## config.mk

```make
export PLATFORM = sky130hd
export DESIGN_NAME = sram_like_resp_flat
export DESIGN_NICKNAME = d
export VERILOG_FILES = /design/src/rtl/sram_like_resp_pkg.sv /design/src/rtl/sram_like_resp_if.sv /design/src/rtl/sram_resp_fifo.sv /design/src/rtl/sram_like_resp.sv /design/src/flat_wrapper.sv
export SDC_FILE = /design/constraint.sdc
export NUM_CORES = 1
export LEC_CHECK = 0
export ABC_AREA = 1
export BUFFER_PORTS_ARGS = -buffer_cell sky130_fd_sc_hd__buf_2
export CORE_ASPECT_RATIO = 1.4
export CORE_MARGIN = 3
export CORE_UTILIZATION = 40
export DETAILED_ROUTE_END_ITERATION = 6
export PLACE_DENSITY = 0.68
export SLEW_MARGIN = 15
export SYNTH_ARGS = -nofsm -noshare
export SYNTH_HDL_FRONTEND = slang
export SYNTH_SLANG_ARGS = --single-unit
```

## constraint.sdc

```tcl
create_clock -name clk -period 5.05 [get_ports clk]
set_input_delay 1.515 -clock clk [delete_from_list [all_inputs] [get_ports clk]]
set_output_delay 1.515 -clock clk [all_outputs]
set_load 0.01 [all_outputs]
```

## src/rtl/sram_like_resp_pkg.sv

```systemverilog
// Shared definitions for the sram-like responder: access-size encodings,
// parameter bounds and width helpers.
package sram_like_resp_pkg;

  typedef enum logic [1:0] {
    SRAM_SIZE_BYTE = 2'd0,
    SRAM_SIZE_HALF = 2'd1,
    SRAM_SIZE_WORD = 2'd2
  } sram_size_e;

  localparam int unsigned RESP_LAT_MAX   = 8;
  localparam int unsigned RESP_OUTST_MAX = 16;

  localparam int unsigned ADDR_W = 32;
  localparam int unsigned DATA_W = 32;
  localparam int unsigned STRB_W = DATA_W / 8;

  // Bits needed to hold the values 0..n inclusive.
  function automatic int unsigned cnt_width(input int unsigned n);
    return (n < 1) ? 1 : $clog2(n + 1);
  endfunction

  // Bits needed to index 0..n-1.
  function automatic int unsigned ptr_width(input int unsigned n);
    return (n < 2) ? 1 : $clog2(n);
  endfunction

endpackage

```

## src/rtl/sram_like_resp_if.sv

```systemverilog
// sram-like request/response bus between an initiator (master) and the
// responder (slave).
interface sram_like_resp_if;
  import sram_like_resp_pkg::*;

  logic              req;
  logic              wr;
  logic [1:0]        size;
  logic [ADDR_W-1:0] addr;
  logic [STRB_W-1:0] wstrb;
  logic [DATA_W-1:0] wdata;
  logic              addr_ok;
  logic              data_ok;
  logic [DATA_W-1:0] rdata;

  modport master (
    output req, wr, size, addr, wstrb, wdata,
    input  addr_ok, data_ok, rdata
  );

  modport slave (
    input  req, wr, size, addr, wstrb, wdata,
    output addr_ok, data_ok, rdata
  );

endinterface

```

## src/rtl/sram_resp_fifo.sv

```systemverilog
// Synchronous FIFO with modulo-DEPTH pointers; push and pop in the same
// cycle are legal even when full.
module sram_resp_fifo
  import sram_like_resp_pkg::*;
#(
  parameter  int unsigned DEPTH = 4,
  parameter  int unsigned W     = 32,
  localparam int unsigned PW    = ptr_width(DEPTH),
  localparam int unsigned CW    = cnt_width(DEPTH)
) (
  input  logic          clk,
  input  logic          reset,
  input  logic          i_push,
  input  logic [W-1:0]  i_wdata,
  input  logic          i_pop,
  output logic [W-1:0]  o_rdata,
  output logic          o_full,
  output logic          o_empty,
  output logic [CW-1:0] o_count
);

  logic [PW-1:0] r_wr_ptr;
  logic [PW-1:0] r_rd_ptr;
  logic [CW-1:0] r_count;
  logic [W-1:0]  r_mem [DEPTH];
  logic          w_do_push;
  logic          w_do_pop;

  function automatic logic [PW-1:0] next_ptr(input logic [PW-1:0] p);
    return (p == PW'(DEPTH - 1)) ? '0 : p + PW'(1);
  endfunction

  assign o_empty   = (r_count == '0);
  assign o_full    = (r_count == CW'(DEPTH));
  assign o_count   = r_count;
  assign o_rdata   = r_mem[r_rd_ptr];
  assign w_do_pop  = i_pop & ~o_empty;
  assign w_do_push = i_push & (~o_full | w_do_pop);

  // Pointer and occupancy state.
  always_ff @(posedge clk or posedge reset) begin
    if (reset) begin
      r_wr_ptr <= '0;
      r_rd_ptr <= '0;
      r_count  <= '0;
    end else begin
      if (w_do_push) r_wr_ptr <= next_ptr(r_wr_ptr);
      if (w_do_pop)  r_rd_ptr <= next_ptr(r_rd_ptr);
      case ({w_do_push, w_do_pop})
        2'b10:   r_count <= r_count + CW'(1);
        2'b01:   r_count <= r_count - CW'(1);
        default: r_count <= r_count;
      endcase
    end
  end

  always_ff @(posedge clk) begin
    if (w_do_push) r_mem[r_wr_ptr] <= i_wdata;
  end

  a_no_overflow: assert property (@(posedge clk) disable iff (reset)
    !(i_push && o_full && !i_pop));
  a_no_underflow: assert property (@(posedge clk) disable iff (reset)
    !(i_pop && o_empty));

endmodule

```

## src/rtl/sram_like_resp.sv

```systemverilog
// Responder end of the sram-like bus: accepts requests onto a synchronous RAM
// and returns one in-order data_ok per request after LATENCY cycles.
module sram_like_resp
  import sram_like_resp_pkg::*;
#(
  parameter int unsigned RAM_AW    = 12,
  parameter int unsigned LATENCY   = 2,
  parameter int unsigned MAX_OUTST = 4
) (
  input  logic              clk,
  input  logic              reset,
  sram_like_resp_if.slave   bus,
  input  logic              addr_stall,
  input  logic              resp_stall,
  output logic              ram_en,
  output logic [STRB_W-1:0] ram_we,
  output logic [RAM_AW-1:0] ram_addr,
  output logic [DATA_W-1:0] ram_wdata,
  input  logic [DATA_W-1:0] ram_rdata
);

  localparam int unsigned CW = cnt_width(MAX_OUTST);

  logic              w_hs;
  logic [CW-1:0]     r_outst;
  logic [LATENCY-1:0] r_pv;
  logic              r_pw0;
  logic              w_push;
  logic [DATA_W-1:0] w_push_data;
  logic              w_dok;
  logic              w_f_push;
  logic              w_f_pop;
  logic              w_f_empty;
  logic              w_f_full;
  logic [DATA_W-1:0] w_f_rdata;
  logic [CW-1:0]     w_f_count;
  logic              w_unused;

  // Request side: accept while under the outstanding limit.
  assign w_hs        = ~reset & bus.req & ~addr_stall & (r_outst < CW'(MAX_OUTST));
  assign bus.addr_ok = w_hs;
  assign ram_en      = w_hs;
  assign ram_we      = (w_hs && bus.wr) ? bus.wstrb : '0;
  assign ram_addr    = bus.addr[RAM_AW+1:2];
  assign ram_wdata   = bus.wdata;
  assign w_unused    = ^{bus.size, bus.addr[1:0], bus.addr[ADDR_W-1:RAM_AW+2]};

  // Valid/wr shift unconditionally; only stage 0 needs wr to mask write data.
  always_ff @(posedge clk or posedge reset) begin
    if (reset) begin
      r_pv  <= '0;
      r_pw0 <= 1'b0;
    end else begin
      r_pv[0] <= w_hs;
      r_pw0   <= bus.wr;
      for (int k = 1; k < int'(LATENCY); k++) r_pv[k] <= r_pv[k-1];
    end
  end

  assign w_push = r_pv[LATENCY-1];

  if (LATENCY == 1) begin : g_lat1
    assign w_push_data = r_pw0 ? '0 : ram_rdata;
  end else begin : g_latn
    logic [DATA_W-1:0] r_pd [1:LATENCY-1];

    always_ff @(posedge clk) begin
      r_pd[1] <= r_pw0 ? '0 : ram_rdata;
      for (int k = 2; k < int'(LATENCY); k++) r_pd[k] <= r_pd[k-1];
    end

    assign w_push_data = r_pd[LATENCY-1];
  end

  // An empty FIFO is bypassed so the first response appears in the push cycle.
  assign w_dok       = (~w_f_empty | w_push) & ~resp_stall & ~reset;
  assign bus.data_ok = w_dok;
  assign bus.rdata   = w_dok ? (w_f_empty ? w_push_data : w_f_rdata) : '0;
  assign w_f_pop     = w_dok & ~w_f_empty;
  assign w_f_push    = w_push & ~(w_f_empty & w_dok);

  sram_resp_fifo #(
    .DEPTH (MAX_OUTST),
    .W     (DATA_W)
  ) u_fifo (
    .clk     (clk),
    .reset   (reset),
    .i_push  (w_f_push),
    .i_wdata (w_push_data),
    .i_pop   (w_f_pop),
    .o_rdata (w_f_rdata),
    .o_full  (w_f_full),
    .o_empty (w_f_empty),
    .o_count (w_f_count)
  );

  // Requests accepted but not yet answered (pipeline plus FIFO).
  always_ff @(posedge clk or posedge reset) begin
    if (reset) begin
      r_outst <= '0;
    end else if (w_hs && !w_dok) begin
      r_outst <= r_outst + CW'(1);
    end else if (!w_hs && w_dok) begin
      r_outst <= r_outst - CW'(1);
    end
  end

  a_lat_range: assert property (@(posedge clk)
    (LATENCY >= 1) && (LATENCY <= RESP_LAT_MAX));
  a_outst_range: assert property (@(posedge clk)
    (MAX_OUTST >= 1) && (MAX_OUTST <= RESP_OUTST_MAX));
  a_fifo_bounded: assert property (@(posedge clk) disable iff (reset)
    (w_f_count <= r_outst) && !(w_f_push && w_f_full && !w_f_pop));

endmodule

```

## src/flat_wrapper.sv

```systemverilog
// flat-port wrapper written by rule: the top's interface ports become plain ports
module sram_like_resp_flat import sram_like_resp_pkg::*;
#(
  parameter int unsigned RAM_AW    = 12,
  parameter int unsigned LATENCY   = 2,
  parameter int unsigned MAX_OUTST = 4
)
  (clk, reset, addr_stall, resp_stall, ram_en, ram_we, ram_addr, ram_wdata, ram_rdata, bus_req, bus_wr, bus_size, bus_addr, bus_wstrb, bus_wdata, bus_addr_ok, bus_data_ok, bus_rdata);
  sram_like_resp_if bus_i ();
  input  logic clk;
  input  logic reset;
  input  logic addr_stall;
  input  logic resp_stall;
  output logic ram_en;
  output logic [STRB_W-1:0] ram_we;
  output logic [RAM_AW-1:0] ram_addr;
  output logic [DATA_W-1:0] ram_wdata;
  input  logic [DATA_W-1:0] ram_rdata;
  input wire logic [$bits(bus_i.req)-1:0] bus_req;
  input wire logic [$bits(bus_i.wr)-1:0] bus_wr;
  input wire logic [$bits(bus_i.size)-1:0] bus_size;
  input wire logic [$bits(bus_i.addr)-1:0] bus_addr;
  input wire logic [$bits(bus_i.wstrb)-1:0] bus_wstrb;
  input wire logic [$bits(bus_i.wdata)-1:0] bus_wdata;
  output wire logic [$bits(bus_i.addr_ok)-1:0] bus_addr_ok;
  output wire logic [$bits(bus_i.data_ok)-1:0] bus_data_ok;
  output wire logic [$bits(bus_i.rdata)-1:0] bus_rdata;
  assign bus_i.req = bus_req;
  assign bus_i.wr = bus_wr;
  assign bus_i.size = bus_size;
  assign bus_i.addr = bus_addr;
  assign bus_i.wstrb = bus_wstrb;
  assign bus_i.wdata = bus_wdata;
  assign bus_addr_ok = bus_i.addr_ok;
  assign bus_data_ok = bus_i.data_ok;
  assign bus_rdata = bus_i.rdata;
  sram_like_resp #(.RAM_AW(RAM_AW), .LATENCY(LATENCY), .MAX_OUTST(MAX_OUTST)) u_core (.clk(clk), .reset(reset), .bus(bus_i), .addr_stall(addr_stall), .resp_stall(resp_stall), .ram_en(ram_en), .ram_we(ram_we), .ram_addr(ram_addr), .ram_wdata(ram_wdata), .ram_rdata(ram_rdata));
endmodule
```

==> results of run 1 <==
==> cell usage after synthesis (2+ instances only) <==
cell,instances
fa_1,2
dfrtp_1,13
buf_4,45
dfxtp_1,32
xor2_1,2
inv_1,53
buf_2,21
nor2_1,43
edfxtp_1,128
nand2_1,179
ha_1,6
inv_2,2
nor2_4,2
nand3_1,133
buf_6,3
nand2_2,3
clkbuf_1,8
o21ai_0,2
==> routing by layer <==
metal | wire [um] | vias to the layer above | global-route usage (%)
met5 | 0 | - | 0
li1 | - | 2290 | -
met2 | 7830 | 119 | 27.6
met4 | 200 | 0 | 5.37
met1 | 6030 | 2152 | 18.6
met3 | 655 | 12 | 3.37
==> final cells by class <==
class | count | area [um2]
tap | 236 | 295
fill | 1629 | 9500
multi-input combinational | 381 | 1780
timing repair buffer | 91 | 495
clock buffer | 19 | 443
clock inverter | 13 | 91.3
inverter | 55 | 206
sequential | 173 | 4810
==> registers in the layout, summed over array words and instances, names as in the netlist <==
name,flops
u_core.u_fifo.r_wr_ptr,2
u_core.u_fifo.o_count,3
u_core.r_pw0,1
u_core.g_latn.r_pd,32
u_core.r_pv,2
u_core.r_outst,3
u_core.u_fifo.r_mem,128
u_core.u_fifo.r_rd_ptr,2
==> kinds of logic (layout without fill, tap and decap cells) <==
| family | Yosys count | count (layout) | share of synthesized area [%] |
|---|---|---|---|
| AND/OR/NAND/NOR | 363 | 363 | 21.4 |
| flip-flops | 173 | 173 | 66.1 |
| buffers and inverters | 133 | 178 | 9.86 |
| adder cells (fa/ha/maj) | 8 | 8 | 1.58 |
| AO/OA/AOI/OAI | 6 | 6 | 0.516 |
| XOR/XNOR | 3 | 3 | 0.361 |
| multiplexers | 1 | 1 | 0.155 |
==> report_power, final <==
part           leakage [nW]  switching, mW  internal [mW]
sequential             1.60         0.0183           1.54
clock                 0.251          0.525          0.642
combinational          1.64         0.0589         0.0321
==> metrics by stage <==
| step | util (%) | hold WS [ns] |
|---|---|---|
| 2_1_floorplan | - | 0.331 |
| 4_1_cts | 46.1 | 0.354 |
| 3_3_place_gp | 43.1 | 0.333 |
| 3_5_place_dp | 43.1 | 0.340 |
| 5_1_grt | 46.1 | 0.371 |
| 6_report | 46.1 | 0.351 |
==> worst max path at each step <==
stage               slack, ns   from  depth (start not counted)            end
floorplan                1.12  reset                          3      ram_we[0]
global placement         0.61  reset                          7  bus_rdata[24]
detailed placement       0.59  reset                          7   bus_rdata[1]
CTS                      0.59  reset                          7   bus_rdata[1]
global route             0.46  reset                          7   bus_rdata[1]
finish                   0.61  reset                          7   bus_rdata[1]
==> summary.md, run 1 <==
| Metric | Value |
|---|---|
| Post CTS Setup Buffer Count | 0 |
| Synth Flop Type | edfxtp_1 |
| Synth area leader | edfxtp_1 |
| Most frequent cells in the layout | nand2_1, nand3_1, edfxtp_1 |
| Root Driver | clkbuf_16 |
| Post-layout nets | 835 |
| Worst Hold Path EP | u_core.r_pv[1]$_DFF_PP0_ |
| Vias in the first global route | 4615 |
| #FFs+latches synth | 173 |
| Vias per cell | 4.72 |
| Clk slew on worst S/H paths | 0.06 ns |
| Rows | 57 |
| Initial Util | 41.3% |
| Hold Vio Cnt, Final | 0 |
| Core area | 0.0176 mm2 |
| Routed wire length | 14700 um |
| H-Tree Depth | 4 |
| Initial antenna violation count | 0 |
| # setup viols final | 0 |
| Global placement routability congestion | 0.703 |
| CTS Buf Count | 17 |
| Cell area power density | 347 mW/mm2 |
| CP Buf/Inv Count | 3 |
| Chip width | 120 um |
| Relative slew slack | 23.5% |
| Post-synth EDFFs | 128 |
| Design Power | 2.82 mW |
| Post-DP HPWL | 8530 um |
| Fraction of layout cells with a size suffix above 1 | 18.6% |
| R2r worst-path depth | 8 |
| RSZ-0062 raised after global routing | no |
| Hold buffers post-CTS | 0 |
| Worst-Skew Late Latency | 0.42 ns |
| Least-Margin Pin Slew | 1.15 ns |
| Synth top area cells | edfxtp_1, nand2_1, nand3_1 |
| Global route overflow | 0 |
| Worst reg2reg endpoint | u_core.u_fifo.r_mem[3][25]$_DFFE_PP_ |
| Initial drt markers | 311 |
| Die Area | 0.0199 mm2 |
| I/O pins | 191 |
| Num Clock Sinks | 173 |
| Net Count, Synth | 803 |
| RR Startpoint | u_core.u_fifo.o_count[0]$_DFFE_PP0P_ |
| Tcrit/Tclk final | 87.9% |
| Critical path's top delay family | buffers and inverters |
| Yosys top cell area share | 52.8% |
| CTS max path bufs | 2 |
| Final min period | 4.44 ns |
| CP max FO | 34 |
| Die height | 166 um |
| Final instance count without filler cells | 968 |
| Netlist cell types | 28 |
| WP data arrival | 2.92 ns |
| Ant diodes | 0 |
| Max_cap viols | 0 |
| Layout area overhead | 11.6% |
| Critical path type | primary input to primary output |
| All-Layer GR Usage | 15.5% |
| Global-route wire length before repair | 23700 um |
| Hold Path Depth | 0 |
| Post-synth ARST share | 7.51% |
| Placed insts | 936 |
| Largest net degree at the start of global routing | 67 |
| Worst clock skew | 0.00951 ns |
| Worst setup EP type | primary output |
| FMAX | 225 MHz |
| Worst hold start | u_core.r_pv[0]$_DFF_PP0_ |
| Setup TNS | 0 ns |
| Final Max Tran Viols | 0 |
| Post-CTS Resized | 0 |
| CP required | 3.54 ns |
| Register-to-register setup slack | 2.32 ns |
| Startpoint types | primary input |
| Final antenna-violating net count | 0 |
| Slowest Stage Delay on Critical Path | 0.56 ns |
| Syn. warnings | 0 |
| Commonest non-fill, non-tap cell in the layout | nand2_1 |
| Sequence of cells on the critical path | buf_2, nor2_2, o21ai_2, inv_2, nand3_1, nand2_1, buf_2 |
| PortBufs | 80 |
| Placed instance area | 0.00759 mm2 |
| CTS tree | done |
| Worst path slowest cell | inv_2 |
| Non-Filler Cell Area, Final | 0.00812 mm2 |
| Routed vias | 4573 |
| VDD IR max | 231 uV |
| Initial DRT Pass Iterations | 5 |
| Wire length per cell | 15.2 um |
| DRC | 0 |
| Syn Std Cell Area | 0.00727 mm2 |
| Cell mode on critical path | buf_2 |
| Worst setup margin | 0.611 ns |
| Outcome | completed |
| Register area share after synthesis | 66.1% |
| Syn_area_per_cell | 10.6 um2 |
| Pre-CTS setup slack | 0.594 ns |
| Static Leak | 3.49 nW |
| Worst hold path type | register to register |
| Mapped Cells | 687 |
No activity file was read; power rests on OpenSTA's default activity.
==> run 2: changes to the inputs <==
--- a/config.mk
+++ b/config.mk
@@ -12,6 +12,7 @@
 export CORE_UTILIZATION = 40
 export DETAILED_ROUTE_END_ITERATION = 6
 export PLACE_DENSITY = 0.68
+export REMOVE_ABC_BUFFERS = 1
 export SLEW_MARGIN = 15
 export SYNTH_ARGS = -nofsm -noshare
 export SYNTH_HDL_FRONTEND = slang
==> run 2 against run 1 <==
Via count grew 3.5%. Clock skew is essentially flat. Setup slack lost 0.069 ns. Sequential share of layout area shrank 0.15 points. Sequential power is essentially flat. Global-route usage grew 1.5 points. First-iteration DRC count grew 16%. Core utilization grew 0.11 points.
==> summary.md, run 2 (synthesis gave the netlist of run 1 again) <==
| Metric | Value |
|---|---|
| Core area | 0.0176 mm2 (unchanged) |
| Routed wire length | 16800 um (+14%) |
| H-Tree Depth | 4 (unchanged) |
| Initial DRT Pass Iterations | 7 (+2) |
| Gate power share | 3.2% (about the same) |
| FF+latch area | 0.00481 mm2 (unchanged) |
| Chip width | 120 um (unchanged) |
| Tcrit/Tclk final | 89.3% (+1.4 points) |
| Die Area | 0.0199 mm2 (unchanged) |
| Rows | 57 (unchanged) |
| Commonest non-fill, non-tap cell in the layout | nand2_1 |
| I/O pins | 191 (unchanged) |
| Number of flip-flops in the largest register | 128 (unchanged) |
| Post-CTS Resized | 0 (unchanged) |
| WP data arrival | 2.99 ns (+0.07 ns) |
| CTS max path bufs | 2 (unchanged) |
| VDD IR max | 210 uV (-8.9%) |
| Max_cap viols | 0 (unchanged) |
| All-Layer GR Usage | 17.1% (+1.5 points) |
| Final Max Tran Viols | 0 (unchanged) |
| Final min period | 4.51 ns (+0.0693 ns) |
| Final antenna-violating net count | 0 (unchanged) |
| Num Clock Sinks | 173 (unchanged) |
| # setup viols final | 0 (unchanged) |
| Slowest Stage Delay on Critical Path | 0.59 ns (+0.03 ns) |
| Global placement routability congestion | 0.707 (+0.58%) |
| Most frequent cells in the layout | nand2_1, nand3_1, edfxtp_1 |
| Cell mode on critical path | buf_2 |
| Net Sw Power | 570 uW (-5.4%) |
| CTS Buf Count | 17 (unchanged) |
| Largest regs | u_core.u_fifo.r_mem x128, u_core.g_latn.r_pd x32 |
| Post-DP HPWL | 10300 um (+21%) |
| Post CTS Setup Buffer Count | 0 (unchanged) |
| Hold buffers post-CTS | 0 (unchanged) |
| Die height | 166 um (unchanged) |
| Worst hold path type | register to register |
| Area of the multi-input gates | 0.00178 mm2 (unchanged) |
| Power Internal | 2.27 mW (+2.7%) |
| Clock network fraction of total power | 42.0% (+0.6 points) |
| Post-layout nets | 835 (unchanged) |
| Root Driver | clkbuf_16 |
| Global-route wire length before repair | 25100 um (+6.1%) |
| Static Leak | 3.50 nW (+0.52%) |
| Vias per cell | 4.89 (+3.5%) |
| Initial Util | 41.3% (unchanged) |
| CP max FO | 34 (unchanged) |
| Critical path type | primary input to primary output |
| FMAX | 222 MHz (-1.5%) |
| Worst-Skew Late Latency | 0.41 ns (about the same) |
| CP required | 3.54 ns (about the same) |
| RSZ-0062 raised after global routing | no |
| Setup TNS | 0 ns (unchanged) |
| Relative slew slack | 22.7% (-0.80 points) |
| Sequence of cells on the critical path | buf_2, nor2_2, o21ai_2, inv_2, nand3_1, nand2_1, buf_2 |
| Fraction of layout cells with a size suffix above 1 | 18.3% (-0.27 points) |
| Reg power frac | 54.8% (-0.5 points) |
| Worst clock skew | 0.00912 ns (-0.000387 ns) |
| PortBufs | 80 (unchanged) |
| Clk slew on worst S/H paths | 0.06 ns (about the same) |
| Layout area overhead | 11.9% |
| Routed vias | 4731 (+3.5%) |
| DRC | 0 (unchanged) |
| Vias in the first global route | 4369 (-5.3%) |
| CTS tree | done |
| Initial antenna violation count | 0 (unchanged) |
| Switching portion of total power | 20.0% (-1.3 points) |
| Global route overflow | 0 (unchanged) |
| Wire length per cell | 17.3 um (+14%) |
| Ant diodes | 0 (unchanged) |
| Initial drt markers | 362 (+16%) |
| Biggest register | u_core.u_fifo.r_mem |
| Least-Margin Pin Slew | 1.16 ns (+0.0119 ns) |
| Hold Vio Cnt, Final | 0 (unchanged) |
| Largest net degree at the start of global routing | 67 (unchanged) |
| Worst setup EP type | primary output |
| Cell area power density | 349 mW/mm2 (+0.69%) |
| Non-Filler Cell Area, Final | 0.00814 mm2 (+0.25%) |
| Startpoint types | primary input |
| Worst path slowest cell | inv_2 |
| Outcome | completed |
| Placed instance area | 0.00759 mm2 (unchanged) |
| Fillers | 1624 (-0.31%) |
| Utilization of the core after routing | 46.2% (+0.11 points) |
## run 2: cell count changes in the layout (fill, tap and decap cells not counted), sizes merged
cell,previous run,this run
clkinv,6,9
clkinvlp,4,1
inv,58,55
clkbuf,19,21
bufinv,0,1
## run 2: stage by stage
stage	worst slack, ns	total power [mW]	hold slack (ns)	std cells
final	0.542	2.84	0.354	968
after global routing	0.412	2.93	0.352	968
after CTS	0.543	2.86	0.352	968
after detailed placement	0.545	1.68	0.337	936
after global placement	0.577	1.68	0.332	936
after floorplan	0.799	1.64	0.331	609
## run 2: layer usage
layer  up-vias  wire (um)  GRT usage, %
li1       2291          -             -
met1      2183       6660          20.6
met2       233       7690          25.6
met3        20       2070          9.03
met4         4        203          5.63
met5         -        146          6.77
## run 2: power groups by stage
stage | Sequential (mW) | Clock, mW | Combinational (mW)
after floorplan | 1.59 | 0 | 0.0451
after global placement | 1.59 | 0 | 0.0905
after detailed placement | 1.59 | 0 | 0.0921
after CTS | 1.56 | 1.21 | 0.0924
after global routing | 1.56 | 1.27 | 0.103
final | 1.56 | 1.19 | 0.0905
## run 2: cell type report
class                      count  share of cell area [%]
tap                          236                    3.63
clock inverter                11                    1.15
inverter                      55                    2.54
sequential                   173                    59.1
multi-input combinational    381                    21.8
clock buffer                  21                    5.66
timing repair buffer          91                    6.09
## run 2: worst max-delay path: cells and delay by family
family / cells / cell delay [ns]
AOI/OAI and AO/OA: 1 / 0.10
buffers and inverters: 3 / 0.84
and+or+nand+nor: 3 / 0.52
## run 2: path summary, 6_finish.rpt
| check | start | end | slack, ns | cells past startpoint |
|---|---|---|---|---|
| max in group asynchronous | reset | u_core.u_fifo.r_rd_ptr[0]$_DFFE_PP0P_ | 3.51 | 2 |
| max reg2reg | u_core.u_fifo.o_count[0]$_DFFE_PP0P_ | u_core.u_fifo.r_mem[2][16]$_DFFE_PP_ | 2.23 | 8 |
| min reg2reg | u_core.r_pv[0]$_DFF_PP0_ | u_core.r_pv[1]$_DFF_PP0_ | 0.35 | 0 |
| max | reset | bus_rdata[3] | 0.54 | 7 |
| min | u_core.r_pv[0]$_DFF_PP0_ | u_core.r_pv[1]$_DFF_PP0_ | 0.35 | 0 |
| min in group asynchronous | reset | u_core.r_pv[0]$_DFF_PP0_ | 1.15 | 2 |
